$ cat src/rtl/video_pattern_gen.sv
`default_nettype none
// ============================================================================
// video_pattern_gen
//   H/V timing counters, registered sync and selectable 8-bit luma test pattern.
//   Revision: 1.0
// ============================================================================
module video_pattern_gen #(
  parameter int H_ACTIVE = 1600,
  parameter int H_FP     = 24,
  parameter int H_SYNC   = 80,
  parameter int H_BP     = 96,
  parameter int V_ACTIVE = 900,
  parameter int V_FP     = 1,
  parameter int V_SYNC   = 3,
  parameter int V_BP     = 96,
  parameter int CHK_LOG2 = 3
) (
  input  logic        clk,
  input  logic        rst,
  input  logic        en_i,
  input  logic [1:0]  mode_i,
  input  logic [7:0]  solid_i,
  output logic [7:0]  y_o,
  output logic        dv_o,
  output logic        hs_o,
  output logic        vs_o,
  output logic [15:0] frame_o
);

  localparam int c_H_TOTAL = H_ACTIVE + H_FP + H_SYNC + H_BP;
  localparam int c_V_TOTAL = V_ACTIVE + V_FP + V_SYNC + V_BP;

  localparam logic [10:0] c_H_LAST   = 11'(c_H_TOTAL - 1);
  localparam logic [10:0] c_H_ACT    = 11'(H_ACTIVE);
  localparam logic [10:0] c_HS_BEG   = 11'(H_ACTIVE + H_FP);
  localparam logic [10:0] c_HS_END   = 11'(H_ACTIVE + H_FP + H_SYNC);
  localparam logic [9:0]  c_V_LAST   = 10'(c_V_TOTAL - 1);
  localparam logic [9:0]  c_V_ACT    = 10'(V_ACTIVE);
  localparam logic [9:0]  c_VS_BEG   = 10'(V_ACTIVE + V_FP);
  localparam logic [9:0]  c_VS_END   = 10'(V_ACTIVE + V_FP + V_SYNC);

  logic [10:0] r_h;
  logic [9:0]  r_v;
  logic [15:0] r_frame;
  logic [1:0]  r_mode;
  logic [7:0]  r_solid;
  logic [7:0]  r_y;
  logic        r_dv;
  logic        r_hs;
  logic        r_vs;

  logic        w_h_last;
  logic        w_v_last;
  logic        w_sof;
  logic        w_dv;
  logic        w_hs;
  logic        w_vs;
  logic [1:0]  w_mode;
  logic [7:0]  w_solid;
  logic [7:0]  w_pix;

  assign w_h_last = (r_h == c_H_LAST);
  assign w_v_last = (r_v == c_V_LAST);
  assign w_sof    = (r_h == '0) && (r_v == '0);
  assign w_dv     = (r_h < c_H_ACT) && (r_v < c_V_ACT);
  assign w_hs     = (r_h >= c_HS_BEG) && (r_h < c_HS_END);
  assign w_vs     = (r_v >= c_VS_BEG) && (r_v < c_VS_END);

  // Pixel (0,0) already uses the settings captured on its own edge.
  assign w_mode   = w_sof ? mode_i  : r_mode;
  assign w_solid  = w_sof ? solid_i : r_solid;

  always_comb begin
    w_pix = 8'h00;
    case (w_mode)
      2'd0:    w_pix = w_solid;
      2'd1:    w_pix = r_h[7:0];
      2'd2:    w_pix = r_v[7:0];
      default: w_pix = (r_h[CHK_LOG2] ^ r_v[CHK_LOG2]) ? 8'hFF : 8'h00;
    endcase
  end

  always_ff @(posedge clk) begin
    if (rst) begin
      r_h     <= '0;
      r_v     <= '0;
      r_frame <= '0;
      r_mode  <= '0;
      r_solid <= '0;
      r_y     <= '0;
      r_dv    <= 1'b0;
      r_hs    <= 1'b0;
      r_vs    <= 1'b0;
    end else if (!en_i) begin
      r_y  <= '0;
      r_dv <= 1'b0;
      r_hs <= 1'b0;
      r_vs <= 1'b0;
    end else begin
      r_dv <= w_dv;
      r_hs <= w_hs;
      r_vs <= w_vs;
      r_y  <= w_dv ? w_pix : 8'h00;
      if (w_sof) begin
        r_mode  <= mode_i;
        r_solid <= solid_i;
      end
      if (w_h_last) begin
        r_h <= '0;
        if (w_v_last) begin
          r_v     <= '0;
          r_frame <= r_frame + 16'd1;
        end else begin
          r_v <= r_v + 10'd1;
        end
      end else begin
        r_h <= r_h + 11'd1;
      end
    end
  end

  assign y_o     = r_y;
  assign dv_o    = r_dv;
  assign hs_o    = r_hs;
  assign vs_o    = r_vs;
  assign frame_o = r_frame;

endmodule
`default_nettype wire

$ cat config.mk
export PLATFORM = sky130hd
export DESIGN_NAME = video_pattern_gen
export DESIGN_NICKNAME = d
export VERILOG_FILES = /design/src/rtl/video_pattern_gen.sv
export SDC_FILE = /design/constraint.sdc
export NUM_CORES = 1
export LEC_CHECK = 0
export ABC_AREA = 1
export ABC_CLOCK_PERIOD_IN_PS = 2500
export CAP_MARGIN = 20
export CORE_ASPECT_RATIO = 0.7
export CORE_UTILIZATION = 50
export DETAILED_ROUTE_END_ITERATION = 7
export DONT_BUFFER_PORTS = 1
export PLACE_DENSITY = 0.71
export SYNTH_ARGS = -nofsm -noshare
export SYNTH_HDL_FRONTEND = slang
export SYNTH_SLANG_ARGS = --single-unit
$ cat constraint.sdc
create_clock -name clk -period 2.5 [get_ports clk]
set_input_delay 0.5 -clock clk [delete_from_list [all_inputs] [get_ports clk]]
set_output_delay 0.5 -clock clk [all_outputs]
set_load 0.05 [all_outputs]
# [After elaboration in Yosys (flattened, before gate mapping)]
# Index checks and enable logic that the tools add are counted.
[word_totals] register_bits=58 out_inout_bits=27 elab_cells=42
[classes] n_addsub=3 order_cmp=6 n_eq_ne=4 n_mux=6 bitwise=3 reduce_logical=11
[op_table] op="one-hot mux 8 bit (3 select lines)" n=1
[op_table] op="< comparator 11 bit, second input constant" n=2
[op_table] op="< comparator 10 bit, second input constant" n=2
[op_table] op="adder 16 x 1 -> 16 bit, second input constant" n=1
[op_table] op="two-way mux 8 bit" n=2
[op_table] op="adder 11 x 1 -> 11 bit, second input constant" n=1
[op_table] op="equality test 11 bit, second input constant" n=1
[op_table] op="greater-or-equal comparator 11 bit, second input constant" n=1
[op_table] op="zero test 11 bit" n=1
[op_table] op="two-way mux 11 bit" n=1
[op_table] op="adder 10 x 1 -> 10 bit, second input constant" n=1
[op_table] op="equality test 10 bit, second input constant" n=1
[op_table] op="greater-or-equal comparator 10 bit, second input constant" n=1
[op_table] op="zero test 10 bit" n=1
[op_table] op="two-way mux 10 bit" n=1
[op_table] op="logical AND 1 bit" n=4
[op_table] op="AND reduction 3 bit" n=1
[op_table] op="OR reduction 3 bit" n=1
[op_table] op="equality test 2 x 1 -> 1 bit, second input constant" n=1
[op_table] op="equality test 2 bit, second input constant" n=1
[op_table] op="zero test 2 bit" n=1
[op_table] op="two-way mux 2 bit" n=1
[op_table] op="inverter 1 bit" n=2
[op_table] op="AND reduction 2 bit" n=1
[op_table] op="2 further kinds" n=2

# [Logic depth before layout (Yosys ltp)]
[depth] word_depth=5 depth_mapped=12

# [Least setup slack after synthesis]
# OpenSTA, ideal clock, no wires.
[synth_timing] path_type="reg2reg" startpoint="register r_frame[0], in the netlist frame_o[0]" endpoint="register r_frame[15], in the netlist frame_o[15]" setup_time_ns=0.071 t_arrival_ns=1.773 t_required_ns=2.429 setup_slack_ns=0.657 stages_incl_launch_ff=8 path_buffers=0 synth_period_minus_slack_ns=1.843 cell_sequence="dfxtp_1 -> inv_1 -> nor3_1 -> nand2_1 -> nor3_1 -> xor2_1 -> nand2_1 -> a21oi_1"
[synth_via] elab_chain_cells=1
[synth_rtl] element="from (decl)" line_no="44" source="logic [15:0] r_frame;"
[synth_rtl] element="from (signal assigned)" line_no="112" source="r_frame <= r_frame + 16'd1;"
[synth_rtl] element="adder 16 x 1 -> 16 bit" line_no="112"
# Every way passes these cells.
# A chain may end at the register's enable or synchronous reset.

# [Final worst setup path]
[layout_timing] startpoint="register r_v[0]" endpoint="register r_y[2], in the netlist y_o[2]"
[layout_via] elab_chain_cells=5 elab_cells_between_ends=12 classes_between="order compare: 1; eq/ne: 2; mux: 3; bitwise: 1; reduce/logical: 5"
[layout_rtl] element="from (decl)" line_no="43" source="logic [9:0] r_v;"
[layout_rtl] element="from (signal assigned)" line_no="114" source="r_v <= r_v + 10'd1;"
[layout_rtl] element="branches (longest 5 deep; another with < comparator 10 bit)"
[layout_rtl] element="to (signal assigned)" line_no="103" source="r_y <= w_dv ? w_pix : 8'h00;"
[layout_rtl] element="to (decl)" line_no="47" source="logic [7:0] r_y;"
# Parallel ways; which one is timed is not known.

==> run_results.csv <==
group,metric,value,unit
floorplanning,ios,40,
grt,grt_overflow_total,0,
synthesis,synth_cells,471,
clocking,clock-sinks,58,
clocking,cts_tree,"yes",
floorplanning,fp.dieH,70.4,um
cells_and_area,final_cells,581,
timing,setup_tns,0,ns
pwr,switching_share,24.7,%
clocking,clk_path_buf_depth,2,
route,drc_errors,0,
synthesis,avgSynthCellArea,7.10,um^2
worst_hold_path,hp-class,"input pin to flop",
grt,grt_pass1_vias,2745,
route,drtIter0Drc,316,
timing,setup_ws,0.415,ns
critical_path,cp_max_fo,17,
synthesis,synth_edf_count,0,
pwr,total_power,0.00214,W
place,dp_hpwl,5930,um
grt,grt_antenna_before_repair,0,
critical_path,end_kind,"flop",
job,max_cap_viol_count,0,
synthesis,yosysUniqueCellTypes,37,
clocking,clk_latency,0.34,ns
clocking,htree_levels,3,
timing,relSlewSlack,62.9,%
timing,fmax,480,MHz
cells_and_area,layout-drive-gt1-share,12.7,%
pwr,power_density,577,mW/mm^2
route,routedWlPerCell,13.7,um
synthesis,ys_seq_area_share,34.7,%
synthesis,synth_seq_cells,58,
synthesis,synth_nets,491,
clocking,cts_setup_buffers,0,
synthesis,yosys_warnings,0,
route,finalWirelength,7990,um
clocking,cts_buffers,9,
timing,setup-violations-final,0,
grt,track_usage,24.5,%
cells_and_area,nets,505,
pwr,vdd_drop_max,0.304,mV
outcome,status,"completed",
clocking,hold_buffers,0,
pwr,pwr-share-seq,45.5,%
route,ant_nets,0,
timing,clock_skew,0.0104,ns
clocking,cts-resized-gates,0,
place,numPortBuffers,0,
place,place_ws,0.433,ns
pwr,combPwrFrac,8.1,%
place,dp.cells,565,
cells_and_area,final_common_cell,"nand2_1",
critical_path,worst_setup_path_start_kind,"flop",
synthesis,netlist_area,0.00335,mm^2
route,via_count,3176,
grt,grt_max_degree,26,
route,dr.pass1.iters,5,
place,place.gp.congestion,0.873,
critical_path,path_class,"flop to flop",
grt,grt_pass1_wl,13400,um
pwr,p_clk_share,46.4,%
cells_and_area,diodes,0,
floorplanning,die_w,99.8,um
timing,worstMarginPinSlew,0.556,ns
floorplanning,initial_core_util,52.8,%
floorplanning,coreArea,0.00634,mm^2
route,viasPerCell,5.47,
timing,fin_crit_sh,83.4,%
cells_and_area,mostFrequentLayoutCells,"nand2_1, dfxtp_1, inv_1",
critical_path,rrSetupSlack,0.41,ns
pwr,power.switching,0.000531,W
pwr,leakage,1.54,nW
timing,slew_viol_final,0,
clocking,path_clk_slew,0.07,ns
floorplanning,fp.dieArea,0.00703,mm^2
critical_path,arrival,2.36,ns
pwr,internal_power,0.00161,W
floorplanning,row_count,24,
cells_and_area,syn2layout_area_growth,11.1,%
synthesis,synth_flop_cell,"dfxtp_1",
clocking,ctsRootBufferMaster,"clkbuf_8",
timing,rsz0062_at_grt,"no",
critical_path,cp.required,2.78,ns
timing,finalHoldViolations,0,
timing,period_needed,2.09,ns
synthesis,async_flop_share,0,%
through the flow:
step	hold WS, ns	instance area, um^2	util, %
after floorplan	0.465	3350	-
after global placement	0.474	3490	55.1
after detailed placement	0.487	3490	55.1
after CTS	0.207	3720	58.7
after global routing	0.203	3720	58.7
final	0.221	3720	58.7
per-layer routing:
layer / vias up / share of wire, % / global-route usage, %
met3: 11 / 7.7 / 6.91
met2: 107 / 39 / 31.8
met1: 1453 / 52 / 37.4
li1: 1605 / - / -
met5: - / 0 / 0
met4: 0 / 1.4 / 8.66
state kept, by name, indices dropped and copies added, names as in the netlist:
register  flops
frame_o      16
r_h          11
r_v          10
r_solid       8
y_o           8
r_mode        2
dv_o          1
hs_o          1
vs_o          1
logic make-up (layout without fill, tap and decap cells):
logic type / Yosys count / in the layout / share of synthesized area (%)
flip-flops: 58 / 58 / 34.7
adder cells (fa/ha/maj): 7 / 7 / 2.62
buffers and inverters: 70 / 89 / 9.27
XOR/XNOR: 17 / 17 / 4.45
AO/OA/AOI/OAI: 65 / 65 / 10.7
AND/OR/NAND/NOR: 254 / 254 / 38.3
critical path, cell delays in order (launching register included):
cell	delay, ns
dfxtp_1	0.37
inv_1	0.14
ha_1	0.18
nand3_1	0.18
nor2_8	0.21
nand3_4	0.14
nand2_1	0.10
nand2_2	0.19
nor3_4	0.31
nor2_1	0.10
nor2_1	0.09
cells in the mapped netlist, drive strengths merged (8+ instances only):
library cell | count | area (um^2)
a21oi | 32 | 160
nor2 | 61 | 304
a31oi | 8 | 50.1
inv | 55 | 206
xor2 | 10 | 87.6
dfxtp | 58 | 1160
nor3 | 21 | 121
o21ai | 18 | 90.1
nand2 | 88 | 350
nand3 | 53 | 293
nand4 | 24 | 163
power groups by stage:
stage / combinational, W / sequential (W) / clock (W)
5_1_grt: 0.000199 / 0.000977 / 0.00106
4_1_cts: 0.000173 / 0.000974 / 0.00102
3_3_place_gp: 0.000168 / 0.000995 / 0
6_report: 0.000174 / 0.000975 / 0.000995
3_5_place_dp: 0.000172 / 0.000995 / 0
2_1_floorplan: 0.000160 / 0.000992 / 0
area by class of cell:
| class | instances | area, um^2 |
|---|---|---|
| fill | 577 | 2620 |
| multi-input combinational | 343 | 1870 |
| sequential | 58 | 1160 |
| inverter | 56 | 211 |
| clock buffer | 12 | 155 |
| timing repair buffer | 17 | 128 |
| tap | 91 | 114 |
| clock inverter | 4 | 73.8 |
worst paths after layout:
kind	from	end	cells after the start
worst min register to register	r_solid[7]	r_solid[7]	2
worst min-delay path	rst	r_h[7]	1
worst max-delay path	r_v[0]	y_o[2]	10
worst max register to register	r_v[0]	y_o[2]	10
Power figures use the tool's default switching activity.
